File: src/rtl/riscv_wb_pkg.sv
// Shared definitions for the RV12 write-back stage: load funct3 codes and FSM states.
package riscv_wb_pkg;

  localparam logic [2:0] LB  = 3'b000;
  localparam logic [2:0] LH  = 3'b001;
  localparam logic [2:0] LW  = 3'b010;
  localparam logic [2:0] LD  = 3'b011;
  localparam logic [2:0] LBU = 3'b100;
  localparam logic [2:0] LHU = 3'b101;
  localparam logic [2:0] LWU = 3'b110;

  typedef enum logic {
    IDLE     = 1'b0,
    WAIT_ACK = 1'b1
  } wb_state_e;

endpackage

File: src/rtl/riscv_wb_ldext.sv
// Load data lane select and sign/zero extension (combinational).
module riscv_wb_ldext
  import riscv_wb_pkg::*;
#(
  parameter int XLEN = 32
) (
  input  logic [2:0]      funct3,
  input  logic [2:0]      addr,
  input  logic [XLEN-1:0] rdata,
  output logic [XLEN-1:0] value
);

  localparam int OFFW = (XLEN == 64) ? 3 : 2;

  logic [XLEN-1:0] sh_b, sh_h, sh_w;

  // Shift the addressed lane down to bit 0; addr[0] is ignored for halves.
  always_comb begin
    sh_b = rdata >> {addr[OFFW-1:0], 3'b000};
    sh_h = rdata >> {addr[OFFW-1:1], 4'b0000};
    sh_w = (XLEN == 64) ? (rdata >> {addr[2], 5'b00000}) : rdata;
  end

  always_comb begin
    value = rdata;
    case (funct3)
      LB:  value = XLEN'($signed(sh_b[7:0]));
      LH:  value = XLEN'($signed(sh_h[15:0]));
      LW:  value = XLEN'($signed(sh_w[31:0]));
      LBU: value = XLEN'(sh_b[7:0]);
      LHU: value = XLEN'(sh_h[15:0]);
      LWU: value = (XLEN == 64) ? XLEN'(sh_w[31:0]) : rdata;
      default: value = rdata;
    endcase
  end

endmodule

File: src/rtl/riscv_wb.sv
// RV12 write-back stage: completes ALU results and loads onto the register file write port.
// Optional retire counter enabled by defining RV_WB_INSTRET_EN.
module riscv_wb
  import riscv_wb_pkg::*;
#(
  parameter int XLEN    = 32,
  parameter int AR_BITS = 5
) (
  input  logic               clk,
  input  logic               rst,
  input  logic               mem_valid,
  output logic               mem_ready,
  input  logic [XLEN-1:0]    mem_pc,
  input  logic               mem_bubble,
  input  logic               mem_we,
  input  logic [AR_BITS-1:0] mem_dst,
  input  logic [XLEN-1:0]    mem_r,
  input  logic               mem_is_load,
  input  logic [2:0]         mem_funct3,
  input  logic               dmem_ack,
  input  logic               dmem_err,
  input  logic [XLEN-1:0]    dmem_rdata,
  input  logic               wb_stall,
  output logic [AR_BITS-1:0] rf_dst,
  output logic [XLEN-1:0]    rf_dstv,
  output logic               rf_we,
  output logic [XLEN-1:0]    wb_pc,
  output logic               wb_exception,
  output logic [63:0]        wb_instret
);

  wb_state_e state, state_nxt;

  logic               accept, take_alu, take_ld, ld_done, retire;
  logic [AR_BITS-1:0] ld_dst;
  logic [XLEN-1:0]    ld_pc, ld_val;
  logic [2:0]         ld_funct3, ld_addr;
  logic               ld_we;

  assign mem_ready = (state == IDLE) & ~wb_stall;
  assign accept    = mem_valid & mem_ready;
  assign take_alu  = accept & ~mem_bubble & ~mem_is_load;
  assign take_ld   = accept & ~mem_bubble &  mem_is_load;
  assign ld_done   = (state == WAIT_ACK) & dmem_ack;
  assign retire    = take_alu | (ld_done & ~dmem_err);

  always_ff @(posedge clk or posedge rst)
    if (rst) state <= IDLE;
    else     state <= state_nxt;

  always_comb begin
    state_nxt = state;
    case (state)
      IDLE:     if (take_ld)  state_nxt = WAIT_ACK;
      WAIT_ACK: if (dmem_ack) state_nxt = IDLE;
      default:  state_nxt = IDLE;
    endcase
  end

  riscv_wb_ldext #(.XLEN(XLEN)) u_ldext (
    .funct3 (ld_funct3),
    .addr   (ld_addr),
    .rdata  (dmem_rdata),
    .value  (ld_val)
  );

  // Load context held while the data memory responds.
  always_ff @(posedge clk or posedge rst)
    if (rst) begin
      ld_dst    <= '0;
      ld_pc     <= '0;
      ld_funct3 <= '0;
      ld_addr   <= '0;
      ld_we     <= 1'b0;
    end else if (take_ld) begin
      ld_dst    <= mem_dst;
      ld_pc     <= mem_pc;
      ld_funct3 <= mem_funct3;
      ld_addr   <= mem_r[2:0];
      ld_we     <= mem_we;
    end

  always_ff @(posedge clk or posedge rst)
    if (rst) begin
      rf_we        <= 1'b0;
      rf_dst       <= '0;
      rf_dstv      <= '0;
      wb_pc        <= '0;
      wb_exception <= 1'b0;
    end else begin
      rf_we        <= 1'b0;
      wb_exception <= 1'b0;
      if (take_alu) begin
        rf_we   <= mem_we & (mem_dst != '0);
        rf_dst  <= mem_dst;
        rf_dstv <= mem_r;
        wb_pc   <= mem_pc;
      end else if (ld_done) begin
        rf_dst <= ld_dst;
        wb_pc  <= ld_pc;
        if (dmem_err) begin
          wb_exception <= 1'b1;
        end else begin
          rf_we   <= ld_we & (ld_dst != '0);
          rf_dstv <= ld_val;
        end
      end
    end

`ifdef RV_WB_INSTRET_EN
  always_ff @(posedge clk or posedge rst)
    if (rst)         wb_instret <= '0;
    else if (retire) wb_instret <= wb_instret + 64'd1;
`else
  assign wb_instret = '0;
  logic unused_retire;
  assign unused_retire = retire;
`endif

endmodule

File: config.mk
export PLATFORM = sky130hd
export DESIGN_NAME = riscv_wb
export DESIGN_NICKNAME = d
export VERILOG_FILES = /design/src/rtl/riscv_wb_pkg.sv /design/src/rtl/riscv_wb_ldext.sv /design/src/rtl/riscv_wb.sv
export SDC_FILE = /design/constraint.sdc
export NUM_CORES = 1
export LEC_CHECK = 0
export CORE_MARGIN = 2
export CORE_UTILIZATION = 44
export CTS_CLUSTER_SIZE = 24
export DETAILED_ROUTE_END_ITERATION = 10
export PLACE_DENSITY = 0.81
export SETUP_SLACK_MARGIN = 0.4
export SLEW_MARGIN = 40
export SYNTH_ARGS = -nofsm -noshare
export SYNTH_HDL_FRONTEND = slang
export SYNTH_HIERARCHICAL = 1
export SYNTH_SLANG_ARGS = --single-unit
File: constraint.sdc
create_clock -name clk -period 4.85 [get_ports clk]
set_clock_uncertainty 0.15 [all_clocks]
set_input_delay 0.97 -clock clk [delete_from_list [all_inputs] [get_ports clk]]
set_output_delay 0.97 -clock clk [all_outputs]
set_load 0.05 [all_outputs]
==> results.toml <==
[sta]
setup_viol = 0
tightest_slew_ns = 0.697
setup_slack_ns = 1.37
fmax_ghz = 0.287
slew_headroom_pct = 53.6
final_hold_viol_count = 0
rsz0062_at_grt = "false"
slew_violations = 0
post-route-period-util_pct = 71.7
setup_tns_ns = 0
fin_crit_ns = 3.48

[setup_path]
crit_type = "in2out"
critical_path_buf_inv_count = 2
critPathSlowestCell = "clkdlybuf4s50_1"
path_max_fanout = 2
critPathLaunchType = "primary input"
reg2reg_depth = 5
crit_chain = "clkdlybuf4s50_1 > nor2_1 > clkdlybuf4s50_1"
r2r_start = "state"
rrSetupSlack_ns = 2.15
timing.rr.end = "rf_dstv[22]"
cp.depth = 3
cp_data_arrival_time_ns = 2.36
end_kind = "output pin"
cpLargestDelayFamily = "buffers and inverters"
crit_top_cell = "clkdlybuf4s50_1"
critPathRequiredTime_ns = 3.73
critPathMaxStageDelay_ns = 0.81

[yosys]
yosys_warnings = 6
synthCells = 528
avgSynthCellArea_um2 = 11.9
synth_area_um2 = 6270

[global_route]
gr-total-overflow = 0
grt_use_total_pct = 22.9
grt_use_met2_pct = 37.5
grt_first_pass_wirelength_um = 26300
grt_pass1_vias = 4976
met3_usage_pct = 7.06
antenna_found_initial = 0
grtUsageMet1_pct = 28.6
busiest_layer = "met2"
grt_max_degree = 86

[clock_tree]
cts_resized = 0
cts_tree = "built"
cts_setup_buffers = 0
insertion_delay_ns = 0.41
cts_buffers = 17
cts-root-buf = "clkbuf_16"
clock_sinks = 115
h-tree-depth = 4
clock_path_buffers = 2
cts_hold_buf = 0
path_clk_slew_ns = 0.05

[drt]
drc = 0
ant_nets = 0
drt_iter0_drc = 327
post_drt_wl_per_cell_um = 19.1
drt-total-wl_um = 17100
vias = 4820
firstDrtPassIters = 4
viasPerCell = 5.39

[cells_and_area]
multi_input_area_um2 = 2920
utilization_pct = 61.6
syn_to_final_growth_pct = 36.4
stdcell_count = 894
drive_gt1_share_pct = 21.8
seq_area_um2 = 2880
diodes = 0
fill_cells = 1118
nets = 815

[floorplanning]
io_pins = 249
core-area_um2 = 13900
die_x_um = 123
die_y_um = 123
dieArea_um2 = 15200
fp-row-count = 43
initial_core_util_pct = 45.2

[place]
gp_congestion = 0.795
place_ws_ns = 1.36
dp_cells = 863
dp.final_hpwl_um = 11900
io_buffers = 184

[hold_path]
worstHoldPathType = "reg2reg"
whs_path_depth = 1
worstHoldStart = "ld_pc[14]"
min_to = "ld_pc[14]"

[run]
drv_cap = 0

[power]
ir_drop_v = 0.000419
power_leakage_nw = 3.89
p_per_area_nw_per_um2 = 692

[outcome]
status = "finished clean"
-- cell type report --
cell class | count | share of cell area (%)
multi-input cells | 368 | 34.1
well taps | 180 | 2.63
flip-flops and latches | 115 | 33.7
repair buffers | 194 | 22.6
clock buffers | 23 | 5.70
clock inverters | 8 | 0.907
inverters | 6 | 0.351
-- flip-flops by register name, summed over array words and instances, names as in the netlist --
name,count
ld_addr,2
ld_dst,5
ld_funct3,3
ld_pc,32
ld_we,1
rf_dst,5
rf_dstv,32
rf_we,1
state,1
wb_exception,1
wb_pc,32
-- per-layer routing --
layer / vias to the layer above / wire length (um)
met5: - / 0
met2: 231 / 8340
met3: 26 / 1490
met4: 0 / 387
met1: 2412 / 6840
li1: 2151 / -
-- how the worst max path moves through the flow --
stage | from | endpoint
4_1_cts | wb_stall | mem_ready
3_5_place_dp | wb_stall | mem_ready
6_report | wb_stall | mem_ready
2_1_floorplan | rst | ld_addr[0]
3_3_place_gp | wb_stall | mem_ready
5_1_grt | wb_stall | mem_ready
-- per-stage QoR --
stage | power (mW) | instance area (um2) | hold slack [ns]
2_1_floorplan | 3.82 | 6510 | 0.321
4_1_cts | 5.95 | 8550 | 0.347
5_1_grt | 6.22 | 8560 | 0.363
3_5_place_dp | 4.73 | 7990 | 0.335
3_3_place_gp | 4.64 | 7950 | 0.329
6_report | 5.92 | 8560 | 0.345
-- power by group --
group	total, mW	internal (mW)	switching, mW
combinational	3.01	1.24	1.77
sequential	1.72	1.40	0.317
clock	1.20	0.754	0.442
total	5.92	3.39	2.53
-- cells in the final DEF (no fill, tap or decap), types with 9 or more instances in the layout --
cell             count
and3_1              38
dfrtp_1            114
conb_1              64
nand3b_1             9
a21oi_1             11
mux2i_1             14
nand2_1             32
mux2_2             109
clkbuf_16           17
buf_4                9
a221o_1             41
clkdlybuf4s50_1    184
Note: power is estimated with default switching activity, not from simulation.
